## src/rtl/binary_region_stats_if.sv

```systemverilog
// Binary pixel stream in, per-frame region statistics out.
// master = stream source / result consumer, slave = statistics block.
interface binary_region_stats_if #(
  parameter int XW    = 11,
  parameter int YW    = 10,
  parameter int CNT_W = 20
);
  logic             en;
  logic             per_frame_vsync;
  logic             per_frame_href;
  logic             per_frame_clken;
  logic             per_img_Bit;
  logic [XW-1:0]    box_x_min;
  logic [XW-1:0]    box_x_max;
  logic [YW-1:0]    box_y_min;
  logic [YW-1:0]    box_y_max;
  logic [CNT_W-1:0] area;
  logic             obj_found;
  logic             result_valid;

  modport master (
    output en, per_frame_vsync, per_frame_href, per_frame_clken, per_img_Bit,
    input  box_x_min, box_x_max, box_y_min, box_y_max, area, obj_found, result_valid
  );

  modport slave (
    input  en, per_frame_vsync, per_frame_href, per_frame_clken, per_img_Bit,
    output box_x_min, box_x_max, box_y_min, box_y_max, area, obj_found, result_valid
  );
endinterface

```

## src/rtl/binary_region_stats.sv

```systemverilog
// Foreground bounding box and pixel count of one binary frame, latched at
// frame end with a one-cycle result strobe.
module binary_region_stats #(
  parameter int IMG_W    = 640,
  parameter int IMG_H    = 480,
  parameter int XW       = 11,
  parameter int YW       = 10,
  parameter int CNT_W    = 20,
  parameter int MIN_AREA = 200
)(
  input  logic                  pixelclk,
  input  logic                  rst_n,
  binary_region_stats_if.slave  bus
);
  typedef enum logic [1:0] {IDLE, ACTIVE, DONE} state_t;

  typedef struct packed {
    logic en;
    logic vsync;
    logic href;
    logic clken;
    logic fg;
  } pix_t;

  localparam logic [XW-1:0]    X_LIM    = XW'(IMG_W);
  localparam logic [YW-1:0]    Y_LIM    = YW'(IMG_H);
  localparam logic [CNT_W-1:0] CNT_MAX  = '1;
  // A threshold beyond the counter range can never be reached.
  localparam bit               MIN_OVER = (MIN_AREA >> CNT_W) != 0;
  localparam logic [CNT_W-1:0] MIN_A    = CNT_W'(MIN_AREA);

  pix_t             pix_r;
  logic             vs_d, hr_d;
  logic             vs_rise, vs_fall, hr_fall;
  state_t           state_q, state_d;
  logic             frame_start, latch;
  logic             pix_ok, in_win, hit;
  logic [XW-1:0]    x_q, x_min_q, x_max_q;
  logic [YW-1:0]    y_q, y_min_q, y_max_q;
  logic [CNT_W-1:0] area_q;

  // Input stage plus one more tap for edge detection.
  always_ff @(posedge pixelclk or negedge rst_n) begin
    if (!rst_n) begin
      pix_r <= '0;
      vs_d  <= 1'b0;
      hr_d  <= 1'b0;
    end else begin
      pix_r <= '{en:    bus.en,
                 vsync: bus.per_frame_vsync,
                 href:  bus.per_frame_href,
                 clken: bus.per_frame_clken,
                 fg:    bus.per_img_Bit};
      vs_d  <= pix_r.vsync;
      hr_d  <= pix_r.href;
    end
  end

  assign vs_rise = pix_r.vsync & ~vs_d;
  assign vs_fall = ~pix_r.vsync & vs_d;
  assign hr_fall = ~pix_r.href & hr_d;

  always_ff @(posedge pixelclk or negedge rst_n) begin
    if (!rst_n) state_q <= IDLE;
    else        state_q <= state_d;
  end

  always_comb begin
    state_d     = state_q;
    frame_start = 1'b0;
    latch       = 1'b0;
    unique case (state_q)
      IDLE: begin
        if (vs_rise && pix_r.en) begin
          state_d     = ACTIVE;
          frame_start = 1'b1;
        end
      end
      ACTIVE: begin
        if (vs_fall) state_d = DONE;
      end
      DONE: begin
        state_d = IDLE;
        latch   = 1'b1;
      end
      default: state_d = IDLE;
    endcase
  end

  // The pixel on the vsync-fall cycle is still accumulated before DONE.
  assign pix_ok = (state_q == ACTIVE) && pix_r.href && pix_r.clken;
  assign in_win = (x_q < X_LIM) && (y_q < Y_LIM);
  assign hit    = pix_ok && pix_r.fg && in_win;

  always_ff @(posedge pixelclk or negedge rst_n) begin
    if (!rst_n) begin
      x_q     <= '0;
      y_q     <= '0;
      x_min_q <= '0;
      x_max_q <= '0;
      y_min_q <= '0;
      y_max_q <= '0;
      area_q  <= '0;
    end else if (frame_start) begin
      x_q     <= '0;
      y_q     <= '0;
      x_min_q <= '1;
      x_max_q <= '0;
      y_min_q <= '1;
      y_max_q <= '0;
      area_q  <= '0;
    end else if (state_q == ACTIVE) begin
      if (hr_fall) begin
        x_q <= '0;
        if (y_q != Y_LIM) y_q <= y_q + YW'(1);
      end else if (pix_ok && x_q != X_LIM) begin
        x_q <= x_q + XW'(1);
      end
      if (hit) begin
        if (area_q != CNT_MAX) area_q <= area_q + CNT_W'(1);
        if (x_q < x_min_q) x_min_q <= x_q;
        if (x_q > x_max_q) x_max_q <= x_q;
        if (y_q < y_min_q) y_min_q <= y_q;
        if (y_q > y_max_q) y_max_q <= y_q;
      end
    end
  end

  // Results are registered on the DONE cycle, so the strobe lands two
  // clocks after vsync is first sampled low.
  always_ff @(posedge pixelclk or negedge rst_n) begin
    if (!rst_n) begin
      bus.box_x_min    <= '0;
      bus.box_x_max    <= '0;
      bus.box_y_min    <= '0;
      bus.box_y_max    <= '0;
      bus.area         <= '0;
      bus.obj_found    <= 1'b0;
      bus.result_valid <= 1'b0;
    end else begin
      bus.result_valid <= latch;
      if (latch) begin
        if (area_q == '0) begin
          bus.box_x_min <= '0;
          bus.box_x_max <= '0;
          bus.box_y_min <= '0;
          bus.box_y_max <= '0;
        end else begin
          bus.box_x_min <= x_min_q;
          bus.box_x_max <= x_max_q;
          bus.box_y_min <= y_min_q;
          bus.box_y_max <= y_max_q;
        end
        bus.area      <= area_q;
        bus.obj_found <= !MIN_OVER && (area_q >= MIN_A);
      end
    end
  end
endmodule

```

## src/flat_wrapper.sv

```systemverilog
// flat-port wrapper written by rule: the top's interface ports become plain ports
module binary_region_stats_flat 
#(
  parameter int IMG_W    = 640,
  parameter int IMG_H    = 480,
  parameter int XW       = 11,
  parameter int YW       = 10,
  parameter int CNT_W    = 20,
  parameter int MIN_AREA = 200
)
  (pixelclk, rst_n, bus_en, bus_per_frame_vsync, bus_per_frame_href, bus_per_frame_clken, bus_per_img_Bit, bus_box_x_min, bus_box_x_max, bus_box_y_min, bus_box_y_max, bus_area, bus_obj_found, bus_result_valid);
  binary_region_stats_if #(.XW(XW), .YW(YW), .CNT_W(CNT_W)) bus_i ();
  input  logic pixelclk;
  input  logic rst_n;
  input wire logic [$bits(bus_i.en)-1:0] bus_en;
  input wire logic [$bits(bus_i.per_frame_vsync)-1:0] bus_per_frame_vsync;
  input wire logic [$bits(bus_i.per_frame_href)-1:0] bus_per_frame_href;
  input wire logic [$bits(bus_i.per_frame_clken)-1:0] bus_per_frame_clken;
  input wire logic [$bits(bus_i.per_img_Bit)-1:0] bus_per_img_Bit;
  output wire logic [$bits(bus_i.box_x_min)-1:0] bus_box_x_min;
  output wire logic [$bits(bus_i.box_x_max)-1:0] bus_box_x_max;
  output wire logic [$bits(bus_i.box_y_min)-1:0] bus_box_y_min;
  output wire logic [$bits(bus_i.box_y_max)-1:0] bus_box_y_max;
  output wire logic [$bits(bus_i.area)-1:0] bus_area;
  output wire logic [$bits(bus_i.obj_found)-1:0] bus_obj_found;
  output wire logic [$bits(bus_i.result_valid)-1:0] bus_result_valid;
  assign bus_i.en = bus_en;
  assign bus_i.per_frame_vsync = bus_per_frame_vsync;
  assign bus_i.per_frame_href = bus_per_frame_href;
  assign bus_i.per_frame_clken = bus_per_frame_clken;
  assign bus_i.per_img_Bit = bus_per_img_Bit;
  assign bus_box_x_min = bus_i.box_x_min;
  assign bus_box_x_max = bus_i.box_x_max;
  assign bus_box_y_min = bus_i.box_y_min;
  assign bus_box_y_max = bus_i.box_y_max;
  assign bus_area = bus_i.area;
  assign bus_obj_found = bus_i.obj_found;
  assign bus_result_valid = bus_i.result_valid;
  binary_region_stats #(.IMG_W(IMG_W), .IMG_H(IMG_H), .XW(XW), .YW(YW), .CNT_W(CNT_W), .MIN_AREA(MIN_AREA)) u_core (.pixelclk(pixelclk), .rst_n(rst_n), .bus(bus_i));
endmodule
```

## config.mk

```make
export PLATFORM = sky130hd
export DESIGN_NAME = binary_region_stats_flat
export DESIGN_NICKNAME = d
export VERILOG_FILES = /design/src/rtl/binary_region_stats_if.sv /design/src/rtl/binary_region_stats.sv /design/src/flat_wrapper.sv
export SDC_FILE = /design/constraint.sdc
export NUM_CORES = 1
export LEC_CHECK = 0
export ABC_AREA = 1
export BUFFER_PORTS_ARGS = -buffer_cell sky130_fd_sc_hd__buf_2
export CORE_UTILIZATION = 30
export DETAILED_ROUTE_END_ITERATION = 10
export PLACE_DENSITY = 0.43
export SYNTH_ARGS = -nofsm -noshare
export SYNTH_HDL_FRONTEND = slang
export SYNTH_SLANG_ARGS = --single-unit
```

## constraint.sdc

```tcl
create_clock -name pixelclk -period 2.17 [get_ports pixelclk]
set_input_delay 0.3255 -clock pixelclk [delete_from_list [all_inputs] [get_ports pixelclk]]
set_output_delay 0.3255 -clock pixelclk [all_outputs]
set_load 0.02 [all_outputs]
```

### After elaboration in Yosys (flattened, before gate mapping)

Index checks and enable logic that the tools add are counted.

* add/subtract/negate cells: 3
* order comparisons: 7
* bitwise gates (word level): 6
* reductions and logical operators: 27
* equal/unequal tests: 7
* multiplexer cells: 38

Operators with widths (number)
* 11-bit two-way mux: 14
* 10-bit two-way mux: 14
* 20-bit two-way mux: 4
* 20-bit by 1-bit adder with 20-bit output, second input constant: 1
* 20-bit by 8-bit greater-or-equal comparator with 1-bit output, second input constant: 1
* 20-bit zero test: 1
* 20-bit inequality test, second input constant: 1
* 3-bit AND reduction: 6
* 2-bit nonzero test: 9
* 11-bit by 1-bit adder with 11-bit output, second input constant: 1
* 11-bit greater-than comparator: 1
* 11-bit by 10-bit < comparator with 1-bit output, second input constant: 1
* 11-bit < comparator: 1
* 11-bit by 10-bit inequality test with 1-bit output, second input constant: 1
* 10-bit by 1-bit adder with 10-bit output, second input constant: 1
* 10-bit greater-than comparator: 1
* 10-bit < comparator: 1
* 10-bit by 9-bit < comparator with 1-bit output, second input constant: 1
* 10-bit by 9-bit inequality test with 1-bit output, second input constant: 1
* 1-bit logical AND: 7
* 2-bit two-way mux: 2
* 2-bit by 1-bit inequality test with 1-bit output, second input constant: 2
* 2-bit case mux with 2 select lines: 1
* 2-bit AND reduction: 2
* 7 further kinds: 13

* output and inout bits: 64
* logic and storage cells: 110
* register bits: 156

### Logic depth before layout (Yosys ltp)

* word-level depth: 8
* gate-level depth with buffers: 12
* depth with buffers taken out: 12

### Worst setup path after synthesis

No wires, ideal clock.

* path type: register to register
* start: register u_core.y_q[9]
* end: register u_core.y_max_q[0]
* slack: 0.499 ns
* setup time: 0.118 ns
* stages on the path, launching flop included: 9
* data arrival time: 1.553 ns
* buffers on the path: 0
* cells stage by stage: dfrtp_1 ha_1 nand2_1 nor2_1 o211ai_1 nand3_1 nand2_2 nand3_1 nand2_1

* longest elaborated chain between the ends: 5

Ends and longest elaborated chain
* from (decl): RTL line binary_region_stats.sv:39 `logic [YW-1:0] y_q, y_min_q, y_max_q;`
* from (signal assigned): RTL line binary_region_stats.sv:115 `if (y_q != Y_LIM) y_q <= y_q + YW'(1);`
* 10-bit by 9-bit < comparator with 1-bit output: RTL line binary_region_stats.sv:92 `assign in_win = (x_q < X_LIM) && (y_q < Y_LIM);`
* 1-bit logical AND: RTL line binary_region_stats.sv:92
* 1-bit logical AND: RTL line binary_region_stats.sv:93 `assign hit = pix_ok && pix_r.fg && in_win;`
* 2-bit nonzero test (no source line)
* 3-bit AND reduction (no source line) *
* to (signal assigned): RTL line binary_region_stats.sv:124 `if (y_q > y_max_q) y_max_q <= y_q;`
* to (decl): RTL line binary_region_stats.sv:39

Every way passes the cells marked *; elsewhere a longest branch is shown, timed or not.
A chain may end at the register's enable or synchronous reset.

### Worst setup path in the final report

* start: register u_core.area_q[0]
* end: register u_core.area_q[17]

* longest elaborated chain between the ends: 5

Ends and longest elaborated chain
* from (decl): RTL line binary_region_stats.sv:40 `logic [CNT_W-1:0] area_q;`
* from (signal assigned): RTL line binary_region_stats.sv:120 `if (area_q != CNT_MAX) area_q <= area_q + CNT_W'(1);`
* 20-bit by 1-bit adder with 20-bit output: RTL line binary_region_stats.sv:120
* 20-bit two-way mux: RTL line binary_region_stats.sv:120
* 20-bit two-way mux: RTL line binary_region_stats.sv:119 `if (hit) begin`
* 20-bit two-way mux: RTL line binary_region_stats.sv:112 `end else if (state_q == ACTIVE) begin`
* 20-bit two-way mux: RTL line binary_region_stats.sv:104 `end else if (frame_start) begin`

Parallel ways exist; a longest one is shown, timed or not. The select of a mux whose other input is x is not followed.

==> impl_metrics.toml <==
[sta]
fin_tns_setup_ps = 0
worst_pin_slew_ps = 564
finalHoldViolations = 0
rsz0062_at_grt = "false"
min_period_over_period = 0.906
final.setup.worst_slack_ps = 204
setup_viol_count_final = 0
final_max_slew_viol_count = 0
max_freq_mhz = 509
holdWs_ps = 17.8
period_needed_ps = 1970
relSlewSlack = 0.624
fin_skew_ps = 14.6

[critical_path]
worstPathArrival_ps = 2270
crit_required_ps = 2480
timing.rr.start = "u_core.area_q[0]"
cp-end-kind = "flop"
r2r_end = "u_core.area_q[17]"
path_class = "flop to flop"
reg2reg_slack_ps = 200
endpoint = "u_core.area_q[17]"
crit_start = "u_core.area_q[0]"
rr_worst_depth = 8
start_kind = "flop"
cp_max_fo = 17

[yosys]
synth.area.top_cells = "dfrtp_1 46%, nand2_1 16%, ha_1 6.8%"
syn_avg_cell_area_sq_um = 7.87
syn_area_sq_um = 8520
async_flop_share = 1.00
synth_cell_types = 40
synthesis.instances = 1083
synth_seq_cells = 156
ys_warn_count = 0
yosys.area.top_type = "dfrtp_1"
synth_most_common_cell = "nand2_1"
synth_nets = 1136
synth-edff-count = 0
synth_flop_cell = "dfrtp_1"
synthTopCellsByCount = "352 x nand2_1, 156 x dfrtp_1, 109 x inv_1"
synth_top_cell_area_share = 0.458
yosysSeqAreaShare = 0.458

[drt]
dr.first_iter.drc_count = 395
dr.pass1.iters = 4
via_per_inst = 4.57
totalWireLength_mm = 23.0
via_count = 7152
routedWlPerCell_um = 14.7
drtAntennaViolNets = 0
drc = 0

[final_layout]
n_antenna_cell = 0
final_area_sq_um = 10100
fillers = 3000
drive_above_1_share = 0.157
synthToLayoutAreaGrowth_pct = 18.0
finish.utilization = 0.361
fin_nets = 1226

[placement]
placed_cell_area_sq_um = 9460
gp_congestion = 0.870
dp_hpwl_mm = 16.8
port_buffers = 70
pre_cts_ws_ps = 129

[floorplanning]
initial_core_util = 0.306
fp.dieW_um = 171
rows = 61
die_area_sq_um = 29100
num_io_pins = 71
core_sq_um = 27900
die_y_um = 171

[run]
drv_cap = 0

[grt]
antenna_found_initial = 0
grt_pass1_wl_mm = 38.5
first_global_vias = 7144
gr-total-overflow = 0
grt_max_degree = 55
grt_usage = 0.170

[clock_network]
cts_setup_buffers = 0
cts_buffers = 17
cts.path.max_buffers = 2
cts_max_level = 4
cts_tree = "done"
cts_root_buf = "clkbuf_16"
clkLatencyLatePin_ps = 430
clkSlewWorstSetupHoldPaths_ps = 70
cts_sinks = 156
cts_repair_resize_count = 0

[power_and_ir_drop]
powerDensity_nw_per_um2 = 878
vdd_ir_drop_max_uv = 394
p_leak_nw = 5.10

[status]
status = "complete, no violations"

[min_path]
hold_path_class = "input pin to flop"
## final cells by class
type / instances / area, sq um / share of cell area
well taps: 378 / 473 / 0.0470
clock buffers: 18 / 429 / 0.0427
repair buffers: 107 / 707 / 0.0703
clock inverters: 14 / 111 / 0.0111
multi-input cells: 776 / 4000 / 0.398
inverters: 115 / 432 / 0.0429
flip-flops and latches: 156 / 3900 / 0.388
## per-stage QoR
step / power, mW / std cells
floorplan: 5.16 / 1083
global placement: 6.09 / 1527
detailed placement: 6.09 / 1527
CTS: 8.97 / 1563
global route: 9.47 / 1564
finish: 8.82 / 1564
## layer usage
metal  share of wire  global-route usage
met5               0                   0
met4           0.011              0.0458
met3           0.025              0.0211
met2            0.45               0.271
met1            0.51               0.242
## sequential cells by signal, summed over array words and instances (netlist names)
| register | count |
|---|---|
| u_core.y_q | 10 |
| u_core.x_min_q | 11 |
| u_core.bus.box_x_max | 11 |
| u_core.hr_d | 1 |
| u_core.x_q | 11 |
| u_core.bus.result_valid | 1 |
| u_core.bus.obj_found | 1 |
| u_core.y_min_q | 10 |
| u_core.bus.box_x_min | 11 |
| u_core.bus.area | 20 |
| u_core.vs_d | 1 |
| u_core.state_q | 2 |
| u_core.bus.box_y_min | 10 |
| u_core.pix_r | 5 |
| u_core.y_max_q | 10 |
| u_core.bus.box_y_max | 10 |
| u_core.area_q | 20 |
| u_core.x_max_q | 11 |
## repair_timing
item	in CTS	in global routing
hold buffers	4	0
setup endpoints to repair	0	4
hold endpoints to repair	52	0
## how the worst min path moves through the flow
stage                         start                end  slack, ps  cells past startpoint
floorplan                     rst_n   u_core.area_q[0]         30                      0
global placement              rst_n  u_core.y_min_q[1]        350                      1
detailed placement            rst_n  u_core.y_min_q[1]        350                      1
CTS                 bus_per_img_Bit    u_core.pix_r[0]          2                      1
global route        bus_per_img_Bit    u_core.pix_r[0]          1                      1
finish              bus_per_img_Bit    u_core.pix_r[0]         20                      1
## power by group
part	switching [mW]	internal (mW)	leakage, nW
sequential	0.332	3.27	2.12
combinational	1.58	0.813	2.71
clock	1.34	1.49	0.263
total	3.25	5.57	5.10
## worst max-delay path: stages, from the launching register on
cell and delay, ps:
dfrtp_1 500, ha_1 290, nand2_1 130, nor2_4 170, nand2_4 90, nor2_4 130
nand3_4 140, nand2_4 300, o21ai_2 100
## logic make-up after synthesis
| logic type | after synthesis | synth area share |
|---|---|---|
| fa+ha+maj | 46 | 0.0675 |
| xor+xnor | 14 | 0.0144 |
| simple gates | 597 | 0.306 |
| compound gates | 118 | 0.0784 |
| flops | 156 | 0.458 |
| buf+inv | 152 | 0.0752 |
## placed cells by master, fill, tap and decap left out, types with 5 or more instances in the layout
cell,count
nand2_1,352
dfrtp_1,156
inv_1,109
nand3_1,104
o21ai_0,73
nor2_1,71
buf_2,69
ha_1,46
buf_4,28
nand4_1,24
o21ai_2,17
clkbuf_16,17
xor2_1,13
a21oi_1,12
nor3_1,11
nand2_2,11
o21ai_1,10
inv_2,6
buf_12,5
Power figures use the tool's default switching activity.
